**config.mk**
```make
export PLATFORM = sky130hd
export DESIGN_NAME = prog_loader
export DESIGN_NICKNAME = d
export VERILOG_FILES = /design/src/rtl/riscv_pkg.sv /design/src/rtl/prog_loader_byte_packer.sv /design/src/rtl/prog_loader.sv
export SDC_FILE = /design/constraint.sdc
export NUM_CORES = 1
export LEC_CHECK = 0
export BUFFER_PORTS_ARGS = -buffer_cell sky130_fd_sc_hd__buf_2
export CAP_MARGIN = 0
export CORE_UTILIZATION = 45
export DETAILED_ROUTE_END_ITERATION = 6
export PLACE_DENSITY_LB_ADDON = 0.1
export SLEW_MARGIN = 0
export SYNTH_ARGS = -nofsm -noshare
export SYNTH_HDL_FRONTEND = slang
export SYNTH_SLANG_ARGS = --single-unit
```
**constraint.sdc**
```tcl
create_clock -name clk -period 2.2 [get_ports clk]
set_clock_uncertainty 0.05 [all_clocks]
set_input_delay 0.11 -clock clk [delete_from_list [all_inputs] [get_ports clk]]
set_output_delay 0.11 -clock clk [all_outputs]
set_load 0.02 [all_outputs]
```
**src/rtl/riscv_pkg.sv**
```systemverilog
// Shared definitions for the program loader: loader FSM state encoding and
// the default instruction-memory address width.
package riscv_pkg;

  localparam int DEFAULT_ADDR_W = 4;

  typedef enum logic [2:0] {
    S_LEN_LO,
    S_LEN_HI,
    S_DATA,
    S_WRITE,
    S_CHK,
    S_DONE,
    S_ERR
  } load_state_t;

endpackage

```
**src/rtl/prog_loader_byte_packer.sv**
```systemverilog
// Assembles four little-endian bytes into a 32-bit word. The word output
// already includes the byte being offered, so the caller can capture it on the
// same edge that accepts the fourth byte.
module byte_packer
  import riscv_pkg::*;
(
  input  logic        clk,
  input  logic        rst,
  input  logic        clear,
  input  logic        en,
  input  logic [7:0]  data,
  output logic [31:0] word,
  output logic        word_ready
);

  logic [1:0]  lane;
  logic [31:0] assembly;

  always_comb begin
    word = assembly;
    word[{lane, 3'b000} +: 8] = data;
    word_ready = en && (lane == 2'd3);
  end

  always_ff @(posedge clk or negedge rst) begin
    if (!rst) begin
      lane     <= 2'd0;
      assembly <= 32'd0;
    end else if (clear) begin
      lane     <= 2'd0;
      assembly <= 32'd0;
    end else if (en) begin
      lane     <= lane + 2'd1;
      assembly <= word;
    end
  end

endmodule

```
**src/rtl/prog_loader.sv**
```systemverilog
// Byte-stream program loader: parses a length/data/checksum frame, writes the
// words into instruction memory and holds the core in reset until verified.
module prog_loader
  import riscv_pkg::*;
#(
  parameter int ADDR_W  = DEFAULT_ADDR_W,
  parameter int TIMEOUT = 1000000
) (
  input  logic              clk,
  input  logic              rst,
  input  logic              in_valid,
  input  logic [7:0]        in_data,
  output logic              in_ready,
  input  logic              load_req,
  output logic              imem_we,
  output logic [ADDR_W-1:0] imem_addr,
  output logic [31:0]       imem_wd,
  output logic              cpu_rst_n,
  output logic              done,
  output logic              err
);

  localparam int unsigned DEPTH = 1 << ADDR_W;
  localparam int TO_W = (TIMEOUT > 1) ? $clog2(TIMEOUT + 1) : 1;
  localparam logic [TO_W-1:0] TO_LAST = TO_W'((TIMEOUT > 0) ? TIMEOUT - 1 : 0);
  localparam logic [ADDR_W:0] CNT_ONE = {{ADDR_W{1'b0}}, 1'b1};

  load_state_t state, next_state;

  logic [7:0]      len_lo;
  logic [15:0]     len_full;
  logic [ADDR_W:0] n_words;
  logic [ADDR_W:0] word_cnt;
  logic [ADDR_W:0] word_cnt_inc;
  logic [7:0]      chk_acc;
  logic [TO_W-1:0] to_cnt;

  logic        accept;
  logic        cnt_active;
  logic        timeout_hit;
  logic        restart;
  logic        pack_en;
  logic        pack_clear;
  logic [31:0] pack_word;
  logic        pack_last;

  assign accept       = in_valid && in_ready;
  assign len_full     = {in_data, len_lo};
  assign word_cnt_inc = word_cnt + CNT_ONE;
  assign cnt_active   = (state == S_LEN_HI) || (state == S_DATA) || (state == S_CHK);
  assign timeout_hit  = (TIMEOUT != 0) && cnt_active && !accept && (to_cnt == TO_LAST);
  assign restart      = load_req && ((state == S_DONE) || (state == S_ERR));
  assign pack_en      = accept && (state == S_DATA);
  assign pack_clear   = restart || (accept && (state == S_LEN_HI));

  byte_packer u_packer (
    .clk        (clk),
    .rst        (rst),
    .clear      (pack_clear),
    .en         (pack_en),
    .data       (in_data),
    .word       (pack_word),
    .word_ready (pack_last)
  );

  always_ff @(posedge clk or negedge rst) begin
    if (!rst) state <= S_LEN_LO;
    else      state <= next_state;
  end

  always_comb begin
    next_state = state;
    case (state)
      S_LEN_LO: if (accept) next_state = S_LEN_HI;
      S_LEN_HI: begin
        if (accept) begin
          if (32'(len_full) > DEPTH) next_state = S_ERR;
          else if (len_full == 16'd0) next_state = S_CHK;
          else next_state = S_DATA;
        end
      end
      S_DATA:  if (pack_last) next_state = S_WRITE;
      S_WRITE: next_state = (word_cnt_inc == n_words) ? S_CHK : S_DATA;
      S_CHK: begin
        if (accept) next_state = (in_data == chk_acc) ? S_DONE : S_ERR;
      end
      S_DONE:  if (load_req) next_state = S_LEN_LO;
      S_ERR:   if (load_req) next_state = S_LEN_LO;
      default: next_state = S_LEN_LO;
    endcase
    if (timeout_hit) next_state = S_ERR;
  end

  // Outputs are registered from next_state so they line up with the state.
  always_ff @(posedge clk or negedge rst) begin
    if (!rst) begin
      in_ready  <= 1'b1;
      imem_we   <= 1'b0;
      imem_addr <= '0;
      imem_wd   <= 32'd0;
      cpu_rst_n <= 1'b0;
      done      <= 1'b0;
      err       <= 1'b0;
    end else begin
      in_ready  <= (next_state == S_LEN_LO) || (next_state == S_LEN_HI) ||
                   (next_state == S_DATA)   || (next_state == S_CHK);
      imem_we   <= (next_state == S_WRITE);
      cpu_rst_n <= (next_state == S_DONE);
      done      <= (next_state == S_DONE);
      err       <= (next_state == S_ERR);
      if (next_state == S_WRITE) begin
        imem_addr <= word_cnt[ADDR_W-1:0];
        imem_wd   <= pack_word;
      end
    end
  end

  // word_cnt is one bit wider than the address so a full-depth image ends cleanly.
  always_ff @(posedge clk or negedge rst) begin
    if (!rst) begin
      len_lo   <= 8'd0;
      n_words  <= '0;
      word_cnt <= '0;
      chk_acc  <= 8'd0;
    end else if (restart) begin
      len_lo   <= 8'd0;
      n_words  <= '0;
      word_cnt <= '0;
      chk_acc  <= 8'd0;
    end else begin
      if (accept && (state == S_LEN_LO)) len_lo <= in_data;
      if (accept && (state == S_LEN_HI)) begin
        n_words  <= (ADDR_W + 1)'(len_full);
        word_cnt <= '0;
        chk_acc  <= 8'd0;
      end
      if (pack_en) chk_acc <= chk_acc + in_data;
      if (state == S_WRITE) word_cnt <= word_cnt_inc;
    end
  end

  always_ff @(posedge clk or negedge rst) begin
    if (!rst) begin
      to_cnt <= '0;
    end else if (accept || !cnt_active) begin
      to_cnt <= '0;
    end else if (TIMEOUT != 0) begin
      to_cnt <= to_cnt + TO_W'(1);
    end
  end

endmodule

```
After elaboration in Yosys (flattened, before gate mapping):

Cells that the tools add are included.

* add/sub/neg operators: 5
* order comparisons: 1
* eq/ne operators: 16
* shifts and indexed selects: 2
* mux-type cells: 27
* reductions and logical operators: 27

Operators by type and width (count)
* 32-bit 2-to-1 mux: 2
* 8-bit 2-to-1 mux: 5
* 32-bit bitwise mux: 1
* 8-bit by 7-bit variable shift with 32-bit output, first input constant: 1
* 8-bit by 7-bit indexed part select with 32-bit output: 1
* 3-bit 2-to-1 mux: 9
* 5-bit 2-to-1 mux: 5
* 20-bit by 1-bit adder with 20-bit output, second input constant: 1
* 20-bit == test, second input constant: 1
* 20-bit 2-to-1 mux: 1
* 3-bit == test, second input constant: 6
* 3-bit one-hot mux with 6 select lines: 1
* 16-bit by 5-bit greater-than comparator with 1-bit output, second input constant: 1
* 16-bit zero test: 1
* 3-bit by 2-bit == test with 1-bit output, second input constant: 4
* 8-bit adder: 1
* 8-bit == test: 1
* 1-bit logical AND: 8
* 1-bit logical OR: 8
* 5-bit negation with 7-bit output: 1
* 3-bit by 1-bit == test with 1-bit output, second input constant: 2
* 3-bit zero test: 2
* 2-bit 2-to-1 mux: 3
* 2-bit nonzero test: 3
* other kinds (7): 9

* bits in registers: 123
* bits of input ports: 12
* output and inout bits: 41
* word-level logic and storage cells: 92

Logic depth before layout (Yosys ltp):

Gate-level depths: netlist (run 1).

* depth in word-level cells: 10
* gate-level depth with buffers: 9

By module:

A second synthesis (run 1) with hierarchy kept.

* cell total of the unflattened synthesis: 562
* area, all modules: 6140.9 µm²

Modules (own cells, without submodules)
* prog_loader: instances 1, cells an instance 362, area each 4180.3 µm²
* byte_packer: instances 1, cells an instance 200, area each 1960.6 µm²

Least setup slack after synthesis (run 1):

OpenSTA, ideal clock, no wires.

* path type: register to register
* start: register u_packer.lane[0]
* end: register u_packer.assembly[7]
* arrival time: 1.830 ns
* required time: 2.078 ns
* setup slack: 0.248 ns
* stages on the path, launching flop included: 9
* period minus slack after synthesis: 1.952 ns
* path through: dfrtp_1 inv_1 ha_1 nor4bb_1 buf_2 and3_1 clkbuf_2 a22oi_1 nor2_1

* cells in the longest elaborated chain, start to end: 5

Ends and longest elaborated chain
* from (decl): RTL line prog_loader_byte_packer.sv:16 `logic [1:0] lane;`
* from (signal assigned): RTL line prog_loader_byte_packer.sv:33 `lane <= lane + 2'd1;`
* 5-bit negation with 7-bit output *: RTL line prog_loader_byte_packer.sv:21 `word[{lane, 3'b000} +: 8] = data;`
* 8-bit by 7-bit indexed part select with 32-bit output or 8-bit by 7-bit variable shift with 32-bit output (tied branches): RTL line prog_loader_byte_packer.sv:21
* 32-bit bitwise mux *: RTL line prog_loader_byte_packer.sv:21
* 32-bit 2-to-1 mux *: RTL line prog_loader_byte_packer.sv:32 `end else if (en) begin`
* 32-bit 2-to-1 mux *: RTL line prog_loader_byte_packer.sv:29 `end else if (clear) begin`
* to (signal assigned): RTL line prog_loader_byte_packer.sv:34 `assembly <= word;`
* to (decl): RTL line prog_loader_byte_packer.sv:17 `logic [31:0] assembly;`

Mark *: on every way between the ends. The rest lies on a longest branch, timed or not. The select of a mux whose other input is x is not followed.
A chain may end at the register's enable or synchronous reset.

Worst setup path after layout (run 1):

* start: register chk_acc[0]
* end: register chk_acc[6]

* cells in the longest elaborated chain, start to end: 3

Ends and longest elaborated chain
* from (decl): RTL line prog_loader.sv:35 `logic [7:0] chk_acc;`
* from (signal assigned): RTL line prog_loader.sv:137 `if (pack_en) chk_acc <= chk_acc + in_data;`
* 8-bit adder: RTL line prog_loader.sv:137
* 8-bit 2-to-1 mux: RTL line prog_loader.sv:137
* 8-bit 2-to-1 mux: RTL line prog_loader.sv:125 `end else if (restart) begin`

No other way between the ends.

==> flow_metrics.tcl, run 1 <==
set metrics [dict create \
    yosys_warnings 0 \
    drtIter0Drc 227 \
    wl_per_cell_um 15.17 \
    drt_pass1_iterations 4 \
    grt_pass1_wl_mm 21.49 \
    hold_class "in2reg" \
    floorplan.die.height_um 114.4 \
    start_util_pct 46.76 \
    status "finished, final reports clean" \
    first_global_vias 4354 \
    cts-root-buf "clkbuf_16" \
    cellPowerDensity_nw_per_um2 1151 \
    port_buffers 52 \
    layout_common_cells "114 x dfrtp_1, 65 x nand2_1, 59 x nor2_1" \
    antenna_found_initial 0 \
    dieArea_um2 13090 \
    ios 53 \
    cts_setup_buffers 0 \
    syn_nets 614 \
    clk_latency_ns 0.42 \
    clock.fmax_ghz 0.5034 \
    syn_area_um2 5687 \
    setup_violations 0 \
    cts_buffers 17 \
    htree_levels 4 \
    wl_mm 12.62 \
    worstPathArrival_ns 2.25 \
    crit_type "reg2reg" \
    cp.required_ns 2.47 \
    synth.avg_cell_area_um2 9.688 \
    final_antenna_net_count 0 \
    setup_tns_ns 0 \
    core_area_um2 12160 \
    fin_crit_ns 1.986 \
    hold_viol 0 \
    grt_start_max_net_pins 116 \
    startpoint_type "flip-flop" \
    rsz0062_at_grt "no" \
    worst_pin_slew_ns 0.6628 \
    vias_per_cell 5.290 \
    final_core_util_pct 56.51 \
    vias 4401 \
    yosysSeqAreaShare_pct 50.63 \
    cts_tree "built" \
    dpl_cell_area_um2 6213 \
    antenna_cells 0 \
    async_reset_ff_share_pct 100.0 \
    gp_routability_congestion 0.8136 \
    hold_ws_ns 0.02776 \
    syn_inst 587 \
    dp_hpwl_mm 8.385 \
    maxSlewHeadroom_pct 55.81 \
    die_w_um 114.4 \
    fillCellCount 1127 \
    num_rows 40 \
    area_growth_pct 20.86 \
    grtUsageTotal_pct 21.59 \
    fin_crit_sh_pct 90.29 \
    clockBufferDepth 2 \
    cts.clk_slew.worst_paths_ns 0.05 \
    endpoint_kind "flip-flop" \
    drc 0 \
    ys_types 59 \
    fin_nets 678 \
    synth-seq-cells 115 \
    grt_overflow_total 0 \
    synth_edf_count 0 \
    leakagePower_nw 3.245 \
    maxCapViolCount 0 \
    fin_area_um2 6873 \
    dominantRegCellSynth "dfrtp_1" \
    finalMaxSlewViolations 0 \
    ir_drop_mv 0.6032 \
    critPathMaxFanout 2 \
    layout_commonest_cell "dfrtp_1" \
    drive_above_1_share_pct 19.28 \
    cts.sink_count 115 \
]
## layer usage
| layer | global-route usage, % | wire length (um) | vias up |
|---|---|---|---|
| li1 | - | - | 2150 |
| met1 | 27.89 | 5877 | 2146 |
| met2 | 34.42 | 6033 | 89 |
| met3 | 5.347 | 489 | 16 |
| met4 | 9.610 | 224 | 0 |
| met5 | 0 | 0 | - |
## logic make-up (layout without fill, tap and decap cells)
group                      after synthesis  after routing  share of synthesized area (%)
AOI/OAI and AO/OA                      129            129                          13.62
adders and majority gates               15             15                          3.432
buffers and inverters                   48            125                          4.114
muxes                                   11             11                          2.024
and+or+nand+nor                        236            236                          20.86
DFF                                    115            115                          50.63
xor gates and xnor gates                33             33                          5.325
## worst max-delay path, cell delays in order, from the launching register on
cell      delay (ns)
dfrtp_1         0.34
ha_1            0.16
inv_1           0.05
fa_1            0.39
nor2b_1         0.13
o21ai_0         0.11
a21boi_1        0.23
o21a_1          0.17
nor3_1          0.05
o31ai_1         0.21
## area by class of cell
cell class / instances / area [um2] / area share [%]
Tap cell: 168 / 210.2 / 3.058
Sequential cell: 115 / 2879 / 41.89
Timing Repair Buffer: 81 / 523.0 / 7.610
Clock buffer: 22 / 484.2 / 7.045
Clock inverter: 10 / 152.6 / 2.221
Inverter: 12 / 45.04 / 0.6554
Multi-Input combinational cell: 424 / 2579 / 37.52
## power breakdown
group | internal, mW | switching [mW] | total, mW
logic | 0.912 | 1.31 | 2.22
clock network | 2.00 | 0.931 | 2.93
registers | 2.46 | 0.299 | 2.76
## per-stage QoR
step | power, mW | setup slack (ns) | cells
2_1_floorplan | 4.352 | 0.2480 | 587
3_3_place_gp | 4.938 | 0.1628 | 798
3_5_place_dp | 4.995 | 0.1198 | 798
4_1_cts | 7.975 | 0.1267 | 832
5_1_grt | 8.382 | 0.04375 | 832
6_report | 7.912 | 0.2136 | 832
## sequential cells by signal, summed over array words and instances (netlist names)
signal	cells
imem_addr	4
err	1
in_ready	1
n_words	5
state	3
done	1
word_cnt	5
chk_acc	8
imem_we	1
u_packer.lane	2
u_packer.assembly	24
imem_wd	32
to_cnt	20
len_lo	8
## cells in the mapped netlist, types with 10 or more instances
library cell | instances | area [um2]
a21oi_1 | 40 | 200.2
a22oi_1 | 25 | 187.7
and3_1 | 10 | 62.56
buf_2 | 12 | 60.06
clkbuf_1 | 14 | 52.55
dfrtp_1 | 114 | 2853
ha_1 | 14 | 175.2
inv_1 | 12 | 45.04
nand2_1 | 66 | 247.7
nand3_1 | 31 | 155.2
nor2_1 | 60 | 225.2
nor2b_1 | 27 | 168.9
o21ai_0 | 25 | 125.1
o21ai_1 | 20 | 100.1
xnor2_1 | 15 | 131.4
xor2_1 | 17 | 148.9
## worst paths after layout
| check | start | to | slack, ns | cells past startpoint |
|---|---|---|---|---|
| min | in_data[0] | chk_acc[0]$_DFFE_PN0P_ | 0.03 | 4 |
| max reg2reg | chk_acc[0]$_DFFE_PN0P_ | chk_acc[6]$_DFFE_PN0P_ | 0.21 | 9 |
| min reg2reg | to_cnt[0]$_DFF_PN0_ | to_cnt[0]$_DFF_PN0_ | 0.40 | 1 |
| max | chk_acc[0]$_DFFE_PN0P_ | chk_acc[6]$_DFFE_PN0P_ | 0.21 | 9 |
| min in group asynchronous | rst | imem_we$_DFF_PN0_ | 0.22 | 3 |
| max in group asynchronous | rst | u_packer.assembly[20]$_DFFE_PN0P_ | 1.33 | 3 |
## what timing repair did
action	4_1_cts	5_1_grt
gates resized for setup	0	2
hold endpoints to repair	115	0
setup endpoints to repair	0	6
hold buffers	2	0
Power figures use the tool's default switching activity.
==> inputs of run 2 (changes only) <==
--- a/config.mk
+++ b/config.mk
@@ -5,10 +5,10 @@
 export SDC_FILE = /design/constraint.sdc
 export NUM_CORES = 1
 export LEC_CHECK = 0
-export BUFFER_PORTS_ARGS = -buffer_cell sky130_fd_sc_hd__buf_2
 export CAP_MARGIN = 0
 export CORE_UTILIZATION = 45
 export DETAILED_ROUTE_END_ITERATION = 6
+export DONT_BUFFER_PORTS = 1
 export PLACE_DENSITY_LB_ADDON = 0.1
 export SLEW_MARGIN = 0
 export SYNTH_ARGS = -nofsm -noshare
==> run 2 against run 1 <==
Compared with the run above:
- the run now ends with negative hold slack left
- fmax decreased by 4.3%
- sequential cell count stayed put
- core utilization down 2.2 points
- clock power shrank 9.6%
- global-route usage rose by 0.19 points
- combinational power down 5%
==> flow_metrics.tcl, run 2 (synthesis results as in run 1) <==
set metrics [dict create \
    holdBufCountCts 12 \
    drive_above_1_share_pct 10.71 \
    hold_viol 115 \
    worstPathArrival_ns 2.36 \
    grt_start_max_net_pins 116 \
    antenna_found_initial 0 \
    ir_drop_mv 0.6901 \
    gp_routability_congestion 0.8086 \
    crit_type "reg2reg" \
    clock.fmax_ghz 0.4819 \
    grt_overflow_total 0 \
    cp.required_ns 2.48 \
    maxCapViolCount 0 \
    fin_crit_ns 2.075 \
    clockBufferDepth 2 \
    rsz0062_at_grt "no" \
    vias 4212 \
    antenna_cells 0 \
    path_buf_inv 2 \
    leakagePower_nw 2.964 \
    critPathMaxFanout 6 \
    dieArea_um2 13090 \
    floorplan.die.height_um 114.4 \
    status "finished, violations left" \
    wl_mm 12.81 \
    worst_pin_slew_ns 0.9068 \
    cellPowerDensity_nw_per_um2 1142 \
    first_global_vias 4183 \
    fin_area_um2 6611 \
    violations "negative hold slack" \
    drt_pass1_iterations 5 \
    setup_violations 0 \
    port_buffers 0 \
    maxSlewHeadroom_pct 39.32 \
    endpoint_kind "flip-flop" \
    final_antenna_net_count 0 \
    cts_buffers 17 \
    hold_ws_ns -0.6552 \
    largest_reg_flops 32 \
    cp_slowest_cell "dlygate4sd3_1" \
    htree_levels 4 \
    drc 0 \
    start_util_pct 46.76 \
    dpl_cell_area_um2 5886 \
    grt_pass1_wl_mm 21.53 \
    die_w_um 114.4 \
    cts_tree "built" \
    cts.sink_count 115 \
    wl_per_cell_um 16.33 \
    max_stage_delay_ns 0.55 \
    fin_nets 630 \
    cts.clk_slew.worst_paths_ns 0.05 \
    reg_top3 "imem_wd (32), u_packer.assembly (24), to_cnt (20)" \
    clk_latency_ns 0.41 \
    layout_commonest_cell "dfrtp_1" \
    core_area_um2 12160 \
    startpoint_type "flip-flop" \
    ios 53 \
    finalMaxSlewViolations 0 \
    grtUsageTotal_pct 21.78 \
    fillCellCount 1128 \
    num_rows 40 \
    vias_per_cell 5.372 \
    total_power_mw 7.551 \
    hold_class "in2async" \
    cts-root-buf "clkbuf_16" \
    drtIter0Drc 249 \
    area_growth_pct 16.26 \
    dp_hpwl_mm 7.975 \
    layout_common_cells "114 x dfrtp_1, 65 x nand2_1, 60 x nor2_1" \
    cp_top_family "buffers and inverters" \
    regMostFlops "imem_wd" \
    fin_crit_sh_pct 94.31 \
    cp_cell_sequence "inv_1, ha_4, and4bb_2, nand2_1, dlygate4sd3_1, o21ai_1" \
    setup_tns_ns 0 \
]
run 2: worst paths after layout:
path                                               from                 endpoint  slack (ns)  cells past startpoint
setup / recovery           u_packer.lane[0]$_DFFE_PN0P_  imem_wd[25]$_DFFE_PN0P_        0.13                      6
hold / removal                                      rst  imem_wd[28]$_DFFE_PN0P_       -0.66                      0
setup reg to reg           u_packer.lane[0]$_DFFE_PN0P_  imem_wd[25]$_DFFE_PN0P_        0.13                      6
hold reg to reg                     to_cnt[0]$_DFF_PN0_      to_cnt[0]$_DFF_PN0_        0.40                      1
max in group asynchronous                           rst       in_ready$_DFF_PN1_        2.54                      0
min in group clk                               load_req       in_ready$_DFF_PN1_        0.06                      4
run 2: timing repair:
action	4_1_cts	5_1_grt
hold endpoints to repair	182	115
buffers inserted	0	1
setup endpoints to repair	0	4
gates resized for setup	0	3
run 2: worst reg2reg max path: stages (launching register included):
cell and delay, ns:
dfrtp_1 0.37, inv_1 0.18, ha_4 0.25, and4bb_2 0.41, nand2_1 0.07, dlygate4sd3_1 0.55
o21ai_1 0.12
run 2: per-layer routing:
metal	vias to the layer above	global-route usage (%)	routed length [um]	part of all wire (%)
li1	2062	-	-	-
met3	16	5.135	660	5.2
met2	94	34.99	6252	49
met5	-	0	0	0
met4	0	9.351	204	1.6
met1	2040	28.17	5688	44
run 2: metrics by stage:
step | instances | worst slack, ns | hold slack, ns | util (%)
4_1_cts | 783 | 0.009978 | -0.6748 | 54.16
2_1_floorplan | 587 | 0.2480 | -0.2356 | -
5_1_grt | 784 | 0.02880 | -0.6757 | 54.36
3_3_place_gp | 739 | 0.2251 | -0.2334 | 48.40
3_5_place_dp | 739 | 0.2175 | -0.2334 | 48.40
6_report | 784 | 0.1251 | -0.6552 | 54.36
run 2: layout make-up:
class / instances / area (um2) / area share (%)
timing repair buffer: 33 / 307.8 / 4.656
inverter: 12 / 45.04 / 0.6813
clock inverter: 3 / 40.04 / 0.6056
clock buffer: 29 / 540.5 / 8.176
tap: 168 / 210.2 / 3.179
sequential: 115 / 2879 / 43.55
multi-input combinational: 424 / 2589 / 39.16
run 2: power breakdown:
part / total [mW] / internal, mW / switching (mW)
Sequential: 2.78 / 2.46 / 0.318
Clock: 2.65 / 1.76 / 0.887
Combinational: 2.12 / 0.912 / 1.21
==> inputs of run 3 (changes only) <==
--- a/config.mk
+++ b/config.mk
@@ -9,7 +9,7 @@
 export CORE_UTILIZATION = 45
 export DETAILED_ROUTE_END_ITERATION = 6
 export DONT_BUFFER_PORTS = 1
-export PLACE_DENSITY_LB_ADDON = 0.1
+export PLACE_DENSITY = 0.6
 export SLEW_MARGIN = 0
 export SYNTH_ARGS = -nofsm -noshare
 export SYNTH_HDL_FRONTEND = slang
==> run 3 against run 2 <==
Compared with the run above:
- the flow still finishes with violations (negative hold slack)
- total power hardly changed
- clock power hardly changed
- hold slack worse by 0.0025 ns
- via count is 0.76% higher
- global-route usage is 0.20 points lower
- final cell count is 0.26% higher
- register-to-register slack hardly changed
- critical path type unchanged
- highest routed layer unchanged
==> flow_metrics.tcl, run 3 (synthesis results as in run 1) <==
set metrics [dict create \
    status "finished, violations left" \
    violations "negative hold slack" \
    port_buffers 0 \
    fin_area_um2 6636 \
    ios 53 \
    crit_type "reg2reg" \
    drtIter0Drc 227 \
    reg2reg_depth 8 \
    p_int_mw 5.103 \
    wl_per_cell_um 16.24 \
    cts-root-buf "clkbuf_16" \
    p_sw_mw 2.449 \
    wl_mm 12.77 \
    fin_nets 633 \
    hold_ws_ns -0.6576 \
    dpl_cell_area_um2 5898 \
    cts_tree "built" \
    path_buf_inv 3 \
    crit_start "u_packer.lane[1]$_DFFE_PN0P_" \
    startpoint_type "flip-flop" \
    floorplan.die.height_um 114.4 \
    hold_viol 115 \
    cp_cell_sequence "inv_1, ha_4, nand2_1, nor3_2, buf_4, a21oi_1, dlygate4sd3_1, o21ai_0" \
    gp_routability_congestion 0.8367 \
    finalMaxSlewViolations 0 \
    drt_pass1_iterations 4 \
    reg_top3 "imem_wd (32), u_packer.assembly (24), to_cnt (20)" \
    grt_start_max_net_pins 116 \
    ir_drop_mv 0.5980 \
    leakagePower_nw 2.970 \
    clockBufferDepth 2 \
    maxCapViolCount 0 \
    grt_overflow_total 0 \
    seqPwrFrac_pct 37.1 \
    regMostFlops "imem_wd" \
    layout_common_cells "114 x dfrtp_1, 65 x nand2_1, 60 x nor2_1" \
    final_cells 786 \
    area_growth_pct 16.70 \
    fillCellCount 1114 \
    cp_slowest_cell "dlygate4sd3_1" \
    vias 4244 \
    p_comb_share_pct 28.1 \
    max_stage_delay_ns 0.55 \
    cellPowerDensity_nw_per_um2 1138 \
    num_rows 40 \
    worst_pin_slew_ns 0.8316 \
    worstPathArrival_ns 2.35 \
    largest_reg_flops 32 \
    drc 0 \
    core_area_um2 12160 \
    clk_latency_ns 0.42 \
    worstReg2RegEnd "imem_wd[8]$_DFFE_PN0P_" \
    dp_hpwl_mm 8.058 \
    p_sw_share_pct 32.43 \
    die_w_um 114.4 \
    post-place-cells 739 \
    clock.fmax_ghz 0.4844 \
    grtUsageTotal_pct 21.59 \
    htree_levels 4 \
    cp.required_ns 2.48 \
    rsz0062_at_grt "no" \
    fin_crit_sh_pct 93.83 \
    setup_tns_ns 0 \
    regToRegSetupSlack_ns 0.14 \
    first_global_vias 4305 \
    critPathMaxFanout 8 \
    antenna_cells 0 \
    grt_pass1_wl_mm 21.56 \
    start_util_pct 46.76 \
    antenna_found_initial 0 \
    final_core_util_pct 54.57 \
    hold_class "in2async" \
    cp_top_family "buffers and inverters" \
    cts.sink_count 115 \
    power_frac_clock_pct 34.8 \
    vias_per_cell 5.399 \
    setup_violations 0 \
    layout_commonest_cell "dfrtp_1" \
    holdBufCountCts 14 \
    cts.clk_slew.worst_paths_ns 0.05 \
    dieArea_um2 13090 \
    cts_buffers 17 \
    fin_crit_ns 2.064 \
    final_antenna_net_count 0 \
    drive_above_1_share_pct 10.84 \
    maxSlewHeadroom_pct 44.36 \
    r2r_start "u_packer.lane[1]$_DFFE_PN0P_" \
    endpoint_kind "flip-flop" \
]
## run 3: routing by layer
| layer | share of wire, % | global-route usage, % | wire [um] | vias up |
|---|---|---|---|---|
| li1 | - | - | - | 2063 |
| met1 | 45 | 27.18 | 5784 | 2068 |
| met2 | 48 | 35.03 | 6182 | 93 |
| met3 | 4.4 | 6.670 | 560 | 20 |
| met4 | 1.9 | 7.879 | 240 | 0 |
| met5 | 0 | 0 | 0 | - |
## run 3: metrics by stage
step / total power, mW / setup slack (ns)
after global placement: 4.804 / 0.1669
after detailed placement: 4.851 / 0.1739
after global routing: 8.009 / 0.008531
after CTS: 7.575 / 0.05838
after floorplan: 4.352 / 0.2480
final: 7.551 / 0.1358
## run 3: area by class of cell
cell class,instances,area [um2],area share (%)
Timing Repair Buffer,36,345.3,5.204
Multi-Input combinational cell,424,2589,39.01
Clock inverter,4,45.04,0.6787
Tap cell,168,210.2,3.167
Inverter,12,45.04,0.6787
Clock buffer,27,523.0,7.881
Sequential cell,115,2879,43.38
## run 3: how the worst max path moves through the flow
stage                                       end  slack [ns]  cells past startpoint
2_1_floorplan  u_packer.assembly[7]$_DFFE_PN0P_        0.25                      8
3_3_place_gp                      err$_DFF_PN0_        0.17                      7
3_5_place_dp             chk_acc[6]$_DFFE_PN0P_        0.17                      9
4_1_cts                  imem_wd[8]$_DFFE_PN0P_        0.06                      8
5_1_grt                  imem_wd[8]$_DFFE_PN0P_       0.009                      8
6_report                 imem_wd[8]$_DFFE_PN0P_        0.14                      8
## run 3: power groups by stage
stage	registers, mW	clock network [mW]	logic, mW
6_report	2.80	2.63	2.12
5_1_grt	2.85	2.78	2.38
4_1_cts	2.80	2.69	2.09
3_5_place_dp	2.83	0	2.02
3_3_place_gp	2.82	0	1.98
2_1_floorplan	2.74	0	1.61
## run 3: repair_timing
| item | CTS | global route |
|---|---|---|
| setup endpoints to repair | 0 | 3 |
| resized for setup | 0 | 3 |
| endpoints found under the hold margin | 183 | 115 |
| buffers inserted | 0 | 2 |
